`src/rtl/multiword_add_sequencer_if.sv`:
```
// Request/result handshake bundle for multiword_add_sequencer.
// Defining MULTIWORD_ADD_OVF_EN adds the signed-overflow flag to the bundle.
interface multiword_add_sequencer_if #(
    parameter int N     = 32,
    parameter int WORDS = 4
);
    localparam int W = N * WORDS;

    logic         in_valid;
    logic         in_ready;
    logic [W-1:0] op_a;
    logic [W-1:0] op_b;
    logic         op_sub;
    logic         cin;
    logic         out_valid;
    logic         out_ready;
    logic [W-1:0] result;
    logic         cout;
    logic         busy;
`ifdef MULTIWORD_ADD_OVF_EN
    logic         ovf;

    modport master (
        output in_valid, op_a, op_b, op_sub, cin, out_ready,
        input  in_ready, out_valid, result, cout, busy, ovf
    );
    modport slave (
        input  in_valid, op_a, op_b, op_sub, cin, out_ready,
        output in_ready, out_valid, result, cout, busy, ovf
    );
`else
    modport master (
        output in_valid, op_a, op_b, op_sub, cin, out_ready,
        input  in_ready, out_valid, result, cout, busy
    );
    modport slave (
        input  in_valid, op_a, op_b, op_sub, cin, out_ready,
        output in_ready, out_valid, result, cout, busy
    );
`endif
endinterface

```
`src/rtl/multiword_add_sequencer.sv`:
```
// Wide add/subtract built from one N-bit carry-select adder, one word per cycle, LSW first.
// Optional signed-overflow output is enabled with the macro MULTIWORD_ADD_OVF_EN.
module multiword_add_sequencer #(
    parameter int N     = 32,
    parameter int WORDS = 4
) (
    input  logic                     clk,
    input  logic                     rst_n,
    multiword_add_sequencer_if.slave bus
);
    localparam int W     = N * WORDS;
    localparam int IDX_W = (WORDS > 1) ? $clog2(WORDS) : 1;

    typedef enum logic [1:0] {
        IDLE = 2'd0,
        RUN  = 2'd1,
        DONE = 2'd2
    } state_t;

    state_t             state_q, state_d;
    logic [IDX_W-1:0]   idx_q, idx_d;
    logic               carry_q, carry_d;
    logic [W-1:0]       a_q, a_d;
    logic [W-1:0]       b_q, b_d;
    logic [W-1:0]       result_q, result_d;
    logic               cout_q, cout_d;
    logic               out_valid_q, out_valid_d;
`ifdef MULTIWORD_ADD_OVF_EN
    logic               ovf_q, ovf_d;
`endif

    logic               clear_result;
    logic               word_we;
    logic               last_word;

    logic [N-1:0]       add_a;
    logic [N-1:0]       add_b;
    logic               add_ci;
    logic [N-1:0]       add_sum;
    logic               add_co;

    logic [N-1:0]       a_word [WORDS];
    logic [N-1:0]       b_word [WORDS];

    // Operand word split and per-word result write-back.
    generate
        for (genvar gi = 0; gi < WORDS; gi++) begin : g_word
            assign a_word[gi] = a_q[gi*N +: N];
            assign b_word[gi] = b_q[gi*N +: N];
            assign result_d[gi*N +: N] =
                clear_result                            ? '0      :
                (word_we && (idx_q == IDX_W'(gi)))      ? add_sum :
                                                          result_q[gi*N +: N];
        end
    endgenerate

    assign add_a     = a_word[idx_q];
    assign add_b     = b_word[idx_q];
    assign add_ci    = carry_q;
    assign last_word = (idx_q == IDX_W'(WORDS - 1));

    // Carry-select word adder: low half ripples, upper half is precomputed for both carries.
    generate
        if (N == 1) begin : g_add_bit
            logic [1:0] sum2;
            assign sum2    = {1'b0, add_a} + {1'b0, add_b} + {1'b0, add_ci};
            assign add_sum = sum2[0];
            assign add_co  = sum2[1];
        end else begin : g_add_csel
            localparam int LO_W = N / 2;
            localparam int HI_W = N - LO_W;
            logic [LO_W:0] lo;
            logic [HI_W:0] hi0;
            logic [HI_W:0] hi1;
            assign lo  = {1'b0, add_a[LO_W-1:0]} + {1'b0, add_b[LO_W-1:0]}
                       + {{LO_W{1'b0}}, add_ci};
            assign hi0 = {1'b0, add_a[N-1:LO_W]} + {1'b0, add_b[N-1:LO_W]};
            assign hi1 = {1'b0, add_a[N-1:LO_W]} + {1'b0, add_b[N-1:LO_W]}
                       + {{HI_W{1'b0}}, 1'b1};
            assign add_sum = {(lo[LO_W] ? hi1[HI_W-1:0] : hi0[HI_W-1:0]), lo[LO_W-1:0]};
            assign add_co  = lo[LO_W] ? hi1[HI_W] : hi0[HI_W];
        end
    endgenerate

    always_ff @(posedge clk) begin
        if (!rst_n) begin
            state_q     <= IDLE;
            idx_q       <= '0;
            carry_q     <= 1'b0;
            a_q         <= '0;
            b_q         <= '0;
            result_q    <= '0;
            cout_q      <= 1'b0;
            out_valid_q <= 1'b0;
`ifdef MULTIWORD_ADD_OVF_EN
            ovf_q       <= 1'b0;
`endif
        end else begin
            state_q     <= state_d;
            idx_q       <= idx_d;
            carry_q     <= carry_d;
            a_q         <= a_d;
            b_q         <= b_d;
            result_q    <= result_d;
            cout_q      <= cout_d;
            out_valid_q <= out_valid_d;
`ifdef MULTIWORD_ADD_OVF_EN
            ovf_q       <= ovf_d;
`endif
        end
    end

    always_comb begin
        state_d = state_q;
        case (state_q)
            IDLE:    if (bus.in_valid)  state_d = RUN;
            RUN:     if (last_word)     state_d = DONE;
            DONE:    if (bus.out_ready) state_d = IDLE;
            default:                    state_d = IDLE;
        endcase
    end

    always_comb begin
        a_d          = a_q;
        b_d          = b_q;
        carry_d      = carry_q;
        idx_d        = idx_q;
        cout_d       = cout_q;
        out_valid_d  = out_valid_q;
        clear_result = 1'b0;
        word_we      = 1'b0;
`ifdef MULTIWORD_ADD_OVF_EN
        ovf_d        = ovf_q;
`endif
        case (state_q)
            IDLE: begin
                if (bus.in_valid) begin
                    // Subtract is folded into A + ~B + 1 so RUN never needs to know the op.
                    a_d          = bus.op_a;
                    b_d          = bus.op_sub ? ~bus.op_b : bus.op_b;
                    carry_d      = bus.op_sub ? 1'b1 : bus.cin;
                    idx_d        = '0;
                    clear_result = 1'b1;
                end
            end
            RUN: begin
                word_we = 1'b1;
                carry_d = add_co;
                if (last_word) begin
                    cout_d      = add_co;
                    out_valid_d = 1'b1;
`ifdef MULTIWORD_ADD_OVF_EN
                    ovf_d = (a_q[W-1] == b_q[W-1]) && (add_sum[N-1] != a_q[W-1]);
`endif
                end else begin
                    idx_d = idx_q + 1'b1;
                end
            end
            DONE: begin
                if (bus.out_ready) out_valid_d = 1'b0;
            end
            default: ;
        endcase
    end

    always_comb begin
        bus.in_ready  = (state_q == IDLE);
        bus.busy      = (state_q != IDLE);
        bus.out_valid = out_valid_q;
        bus.result    = result_q;
        bus.cout      = cout_q;
`ifdef MULTIWORD_ADD_OVF_EN
        bus.ovf       = ovf_q;
`endif
    end
endmodule

```
`src/flat_wrapper.sv`:
```
// flat-port wrapper written by rule: the top's interface ports become plain ports
module multiword_add_sequencer_flat 
#(
    parameter int N     = 32,
    parameter int WORDS = 4
)
  (clk, rst_n, bus_in_valid, bus_op_a, bus_op_b, bus_op_sub, bus_cin, bus_out_ready, bus_in_ready, bus_out_valid, bus_result, bus_cout, bus_busy);
  multiword_add_sequencer_if #(.N(N), .WORDS(WORDS)) bus_i ();
  input  logic clk;
  input  logic rst_n;
  input wire logic [$bits(bus_i.in_valid)-1:0] bus_in_valid;
  input wire logic [$bits(bus_i.op_a)-1:0] bus_op_a;
  input wire logic [$bits(bus_i.op_b)-1:0] bus_op_b;
  input wire logic [$bits(bus_i.op_sub)-1:0] bus_op_sub;
  input wire logic [$bits(bus_i.cin)-1:0] bus_cin;
  input wire logic [$bits(bus_i.out_ready)-1:0] bus_out_ready;
  output wire logic [$bits(bus_i.in_ready)-1:0] bus_in_ready;
  output wire logic [$bits(bus_i.out_valid)-1:0] bus_out_valid;
  output wire logic [$bits(bus_i.result)-1:0] bus_result;
  output wire logic [$bits(bus_i.cout)-1:0] bus_cout;
  output wire logic [$bits(bus_i.busy)-1:0] bus_busy;
  assign bus_i.in_valid = bus_in_valid;
  assign bus_i.op_a = bus_op_a;
  assign bus_i.op_b = bus_op_b;
  assign bus_i.op_sub = bus_op_sub;
  assign bus_i.cin = bus_cin;
  assign bus_i.out_ready = bus_out_ready;
  assign bus_in_ready = bus_i.in_ready;
  assign bus_out_valid = bus_i.out_valid;
  assign bus_result = bus_i.result;
  assign bus_cout = bus_i.cout;
  assign bus_busy = bus_i.busy;
  multiword_add_sequencer #(.N(N), .WORDS(WORDS)) u_core (.clk(clk), .rst_n(rst_n), .bus(bus_i));
endmodule
```
`config.mk`:
```
export PLATFORM = sky130hd
export DESIGN_NAME = multiword_add_sequencer_flat
export DESIGN_NICKNAME = d
export VERILOG_FILES = /design/src/rtl/multiword_add_sequencer_if.sv /design/src/rtl/multiword_add_sequencer.sv /design/src/flat_wrapper.sv
export SDC_FILE = /design/constraint.sdc
export NUM_CORES = 1
export LEC_CHECK = 0
export CAP_MARGIN = 20
export CORE_UTILIZATION = 53
export CTS_BUF_LIST = sky130_fd_sc_hd__clkbuf_4 sky130_fd_sc_hd__clkbuf_8 sky130_fd_sc_hd__clkbuf_16
export CTS_CLUSTER_DIAMETER = 60
export DETAILED_ROUTE_END_ITERATION = 12
export DONT_BUFFER_PORTS = 1
export PLACE_DENSITY = 0.65
export SYNTH_ARGS = -nofsm -noshare
export SYNTH_HDL_FRONTEND = slang
export SYNTH_SLANG_ARGS = --single-unit
```
`constraint.sdc`:
```
create_clock -name clk -period 12.5 [get_ports clk]
set_input_delay 2.5 -clock clk [delete_from_list [all_inputs] [get_ports clk]]
set_output_delay 2.5 -clock clk [all_outputs]
set_load 0.01 [all_outputs]
```
==> reports/summary.txt, run 1 <==
io pins: 394
# clock sinks: 391
Setup Viol. Count Final: 0
per-cell routed wire length: 20.0 um
post-synth cell types: 74
Detailed Place HPWL: 34100 um
# port buffers: 0
clock root buffer: clkbuf_16
initial core utilization: 54.2%
CP Launch Type: flop
commonest non-fill, non-tap cells in the layout: nand2_1, dfxtp_1, a21oi_1
most common cell after layout, fill and taps aside: nand2_1
Final Hold Viols: 0
Mean Syn Cell Area: 8.78 um2
VDD IR-drop max: 0.0000952 V
CTS Buf Count: 42
async set-reset flop share out of synthesis: 0%
Netlist Area Pre-Place: 18300 um2
dpl cells: 2373
Post-CTS Setup Inserts: 0
fmax: 191 MHz
ys flop type: dfxtp_1
PwrDens: 157 nW/um2
Layout Nets: 2271
area delta synth->final: 8.04%
vias: 14300
fin crit period: 5.24 ns
Pint: 2.26 mW
vias in the first global route: 13300
Clk pwr share: 40.9%
HP Class: flop to flop
critical path data arrival time: 5.67 ns
global-route wire length before repair: 75300 um
vias per inst: 5.84
RSZ-0062 raised after global routing: no
layout cells sized above 1: 9.40%
Flop pwr share: 44.1%
remaining global-route overflow: 0
Synthesized Nets: 2384
Psw: 0.834 mW
worst skew pair latency: 0.54 ns
CP Class: flop to flop
Setup Skew: 0.0225 ns
largest net degree at the start of global routing: 166
number of flops mapped to enable cells by yosys: 0
num rows: 67
final setup TNS: 0 ns
total track usage: 26.9%
Pleak: 6.86 nW
worst-case clock buffer depth: 3
Slew Viols, Final: 0
PostCTS Resize Cnt: 0
Clk pin slew, worst setup/hold paths: 0.06 ns
Worst slew margin: 29.2%
register area share after synthesis: 42.8%
Worst Path Required: 12.93 ns
Placeable Area: 33700 um2
Initial DRC Count: 1035
1st-pass router iterations: 5
initial antenna violation count: 6
post-route clock period utilization: 41.9%
Max Cap Violations: 0
Post-CTS Hold Buffers: 0
Worst-Margin Slew: 1.06 ns
status: complete, no violations
yosys warns: 0
Die Y: 188 um
htree depth: 2
Final ANT Viol Nets: 0
Cells after Synth: 2083
Yosys reg bits: 391
Final GP Congestion: 0.862
fin cells: 2452
# DRC: 0
CTS tree: done
CP max FO: 36
CP Capture Type: flop
die area: 35200 um2
Sw Share: 27.0%
Die Span X: 188 um
Fillers: 3012
final wirelength: 48900 um
Combinational Power Share: 15.0%
-- final timing paths --
| kind | slack, ns | end | cells past startpoint | start |
|---|---|---|---|---|
| max reg2reg | 7.26 | u_core.bus.cout | 14 | u_core.idx_q[0] |
| min | 0.45 | u_core.a_q[97] | 2 | u_core.a_q[97] |
| min reg2reg | 0.45 | u_core.a_q[97] | 2 | u_core.a_q[97] |
| max | 7.26 | u_core.bus.cout | 14 | u_core.idx_q[0] |
-- registers in the layout, summed over array words and instances, names as in the netlist --
register	cells
u_core.state_q	2
u_core.idx_q	2
u_core.bus.out_valid	1
u_core.bus.result	128
u_core.add_ci	1
u_core.a_q	128
u_core.bus.cout	1
u_core.b_q	128
-- power groups by stage --
stage	clock (mW)	combinational (mW)	sequential (mW)
6_report	1.27	0.463	1.36
5_1_grt	1.34	0.508	1.37
4_1_cts	1.29	0.459	1.36
3_5_place_dp	0	0.456	1.39
3_3_place_gp	0	0.449	1.39
2_1_floorplan	0	0.364	1.37
-- metrics by stage --
stage                     hold slack [ns]  instance area, um2  util, %  worst slack (ns)  total power [mW]
after floorplan                     0.433               18300        -              7.93              1.74
after global placement              0.439               18300     54.3              7.23              1.84
after detailed placement            0.446               18300     54.3              7.11              1.85
after CTS                           0.454               19700     58.5              7.16              3.11
after global routing                0.473               19800     58.6              6.89              3.22
final                               0.449               19800     58.6              7.26              3.09
-- cell families (layout without fill, tap and decap cells) --
logic type	after synthesis	after routing	synth area share, %
simple gates	738	738	16.8
compound gates	502	502	17.6
flops	391	391	42.8
buf+inv	183	100	4.01
xor+xnor	154	154	7.38
mux	76	76	8.58
fa+ha+maj	39	39	2.79
other cells	0	4	0
-- per-layer routing --
layer,vias to the layer above,part of all wire (%),wire [um],global-route usage (%)
li1,7052,-,-,-
met1,6692,45,22100,38.0
met2,491,44,21400,40.1
met3,80,8.7,4250,7.04
met4,4,2.4,1180,8.10
met5,-,0.045,22,0
-- synthesized netlist by cell type, types with 4 or more instances --
cell / instances / share of area (%)
a21oi_1: 222 / 6.1
and3_1: 9 / 0.31
nand2_1: 403 / 8.3
o21a_1: 6 / 0.25
a21o_1: 7 / 0.29
a211oi_1: 181 / 7.4
ha_1: 36 / 2.5
xor2_1: 9 / 0.43
xnor2_1: 145 / 6.9
nor2b_1: 8 / 0.27
or3_1: 4 / 0.14
clkbuf_1: 135 / 2.8
and2_1: 7 / 0.24
buf_2: 5 / 0.14
mux2_2: 6 / 0.37
mux4_2: 64 / 7.9
nor3b_1: 4 / 0.16
nand4_1: 17 / 0.58
a31oi_1: 5 / 0.17
nand3_1: 21 / 0.57
mux2i_1: 6 / 0.33
buf_1: 21 / 0.43
o21ai_0: 41 / 1.1
dfxtp_1: 391 / 43
nand2b_1: 6 / 0.21
nor2_1: 219 / 4.5
buf_6: 4 / 0.25
inv_1: 15 / 0.31
nor3_1: 18 / 0.49
-- worst max-delay path, stage by stage (launching register included) --
cell and delay, ns:
dfxtp_4 0.73, buf_4 0.66, mux4_2 0.59, inv_1 0.09, fa_1 0.20, inv_1 0.07, fa_1 0.48, a211oi_1 0.29
o21ai_0 0.22, a221o_2 0.47, o2111ai_1 0.36, nor3_1 0.18, and3b_1 0.26, a31o_2 0.21, a311oi_1 0.27
-- cell type report --
type	instances	area (um2)	share of cell area, %
Antenna cell	4	10.0	0.0507
Clock buffer	64	1320	6.66
Clock inverter	10	115	0.583
Inverter	15	63.8	0.323
Multi-Input combinational cell	1509	9750	49.4
Sequential cell	391	7840	39.7
Tap cell	448	561	2.84
Timing Repair Buffer	11	103	0.519
Note: power is estimated with default switching activity, not from simulation.
==> run 2, diff against run 1 <==
--- a/config.mk
+++ b/config.mk
@@ -5,13 +5,14 @@
 export SDC_FILE = /design/constraint.sdc
 export NUM_CORES = 1
 export LEC_CHECK = 0
+export ABC_AREA = 1
 export CAP_MARGIN = 20
 export CORE_UTILIZATION = 53
 export CTS_BUF_LIST = sky130_fd_sc_hd__clkbuf_4 sky130_fd_sc_hd__clkbuf_8 sky130_fd_sc_hd__clkbuf_16
 export CTS_CLUSTER_DIAMETER = 60
 export DETAILED_ROUTE_END_ITERATION = 12
 export DONT_BUFFER_PORTS = 1
-export PLACE_DENSITY = 0.65
+export PLACE_DENSITY = 0.68
 export SYNTH_ARGS = -nofsm -noshare
 export SYNTH_HDL_FRONTEND = slang
 export SYNTH_SLANG_ARGS = --single-unit
==> constraint.sdc (replaced) <==
create_clock -name clk -period 4.2 [get_ports clk]
set_input_delay 0.84 -clock clk [delete_from_list [all_inputs] [get_ports clk]]
set_output_delay 0.84 -clock clk [all_outputs]
set_load 0.01 [all_outputs]
==> reports/summary.txt, run 2 <==
status: complete, no violations
most common cell in the netlist: o21ai_0
Worst slew margin: 28.5%
Post-CTS Hold Buffers: 0
commonest non-fill, non-tap cells in the layout: o21ai_0, nor2_1, dfxtp_1
r2r startpoint: u_core.idx_q[0]
PwrDens: 512 nW/um2
CP Class: flop to flop
Placeable Area: 33600 um2
final wirelength: 52500 um
Netlist Area Pre-Place: 18100 um2
top cell type's share of synthesized area: 43.1%
vias: 15700
critical path data arrival time: 4.05 ns
ys flop type: dfxtp_1
Mean Syn Cell Area: 7.46 um2
RSZ-0062 raised after global routing: no
# DRC: 0
worst-case clock buffer depth: 3
most common cell after layout, fill and taps aside: o21ai_0
per-cell routed wire length: 18.7 um
Pleak: 8.46 nW
Clk pin slew, worst setup/hold paths: 0.06 ns
fmax: 274 MHz
final core occ: 58.9%
initial core utilization: 54.0%
post-synth cell types: 42
Die Span X: 187 um
htree depth: 2
CTS Buf Count: 41
VDD IR-drop max: 0.000355 V
Setup Viol. Count Final: 0
layout cells sized above 1: 5.97%
top post-synthesis cells by count: o21ai_0, nor2_1, dfxtp_1
register area share after synthesis: 43.1%
Slew Viols, Final: 0
HP Class: flop to flop
io pins: 394
CTS tree: done
PostCTS Resize Cnt: 0
initial antenna violation count: 4
fin crit period: 3.65 ns
Cells after Synth: 2433
vias per inst: 5.60
num rows: 67
Initial DRC Count: 1135
clock root buffer: clkbuf_16
Max Cap Violations: 0
worst skew pair latency: 0.53 ns
remaining global-route overflow: 0
global-route wire length before repair: 81700 um
Detailed Place HPWL: 36500 um
Worst-Margin Slew: 1.07 ns
1st-pass router iterations: 5
fin cells: 2811
FF-to-FF path depth: 16
Crit. Startpoint: u_core.idx_q[0]
Die Y: 187 um
reg2reg setup slack: 0.55 ns
area delta synth->final: 9.08%
CP endpoint: u_core.bus.result[121]
Layout Nets: 2633
async set-reset flop share out of synthesis: 0%
CP max FO: 133
Yosys reg bits: 391
Synthesized Nets: 2734
dpl cells: 2735
Post-CTS Setup Inserts: 0
Worst Path Required: 4.60 ns
number of flops mapped to enable cells by yosys: 0
Final Hold Viols: 0
die area: 35000 um2
total track usage: 29.2%
post-route clock period utilization: 86.9%
Final GP Congestion: 0.926
Setup Skew: 0.00929 ns
largest net degree at the start of global routing: 134
vias in the first global route: 14800
yosys warns: 0
Area contributors post-synth: dfxtp_1, o21ai_0, nor2_1
RR Endpoint: u_core.bus.result[121]
CP Launch Type: flop
Final ANT Viol Nets: 0
area leader, netlist: dfxtp_1
final setup TNS: 0 ns
# port buffers: 0
# clock sinks: 391
CP Capture Type: flop
-- run 2: changes by cell type after synthesis, sizes merged, moves of 12 or more --
cell	before	now
inv	15	168
nor2	219	417
o21ai	43	493
a211oi	182	1
nand2	403	294
buf	31	10
nand3	21	59
nand4	18	4
mux4	64	0
and3	12	0
o21bai	2	73
clkbuf	136	156
a21oi	223	66
o22ai	2	64
-- run 2: worst min path at each step --
stage	cells past startpoint	end	slack, ns	start
2_1_floorplan	2	u_core.b_q[33]	0.42	u_core.b_q[33]
3_3_place_gp	2	u_core.b_q[63]	0.43	u_core.b_q[63]
3_5_place_dp	2	u_core.b_q[60]	0.44	u_core.b_q[60]
4_1_cts	2	u_core.b_q[67]	0.46	u_core.b_q[67]
5_1_grt	2	u_core.a_q[42]	0.46	rst_n
6_report	2	u_core.b_q[61]	0.45	u_core.b_q[61]
-- run 2: layer usage --
layer / GRT usage [%] / wire, um
met3: 7.07 / 4420
met5: 0 / 48
met4: 8.48 / 1300
met1: 39.4 / 23500
met2: 46.1 / 23200
-- run 2: critical path: stages (launching register included) --
cell	delay (ns)
dfxtp_4	0.37
buf_12	0.39
nand2_1	0.12
a32o_1	0.29
fa_1	0.39
inv_1	0.10
fa_1	0.22
nand3_1	0.08
nand3_1	0.13
nand2_1	0.09
nand2_2	0.15
nand2_1	0.12
nand2_4	0.15
inv_1	0.12
nor3_4	0.27
xor2_2	0.29
a21oi_1	0.12
-- run 2: kinds of logic (layout without fill, tap and decap cells) --
kind of cell,count (synthesis),after routing,share of synthesized area [%]
flip-flops,391,391,43.1
buffers and inverters,338,266,7.05
AND/OR/NAND/NOR,787,787,17.6
AO/OA/AOI/OAI,724,724,21.8
other,0,2,0
XOR/XNOR,154,154,7.56
adder cells (fa/ha/maj),39,39,2.81
-- run 2: area by class of cell --
class | instances | area, um2
sequential | 391 | 7830
antenna | 2 | 5.00
tap | 448 | 561
clock buffer | 60 | 1270
clock inverter | 12 | 133
timing repair buffer | 22 | 280
fill | 3137 | 13800
inverter | 172 | 651
multi-input combinational | 1704 | 9060
-- run 2: where the power goes --
part | switching [mW] | internal (mW)
Combinational | 1.58 | 0.713
Clock | 1.50 | 2.24
Sequential | 0.160 | 3.96
Total | 3.24 | 6.91
-- run 2: per-stage QoR --
stage | setup WS (ns) | hold slack (ns) | total power [mW] | area, um2
2_1_floorplan | 1.04 | 0.423 | 5.79 | 18100
3_3_place_gp | 0.713 | 0.433 | 6.43 | 18300
3_5_place_dp | 0.649 | 0.440 | 6.46 | 18300
4_1_cts | 0.630 | 0.455 | 10.2 | 19700
5_1_grt | 0.271 | 0.460 | 10.6 | 19800
6_report | 0.549 | 0.451 | 10.1 | 19800
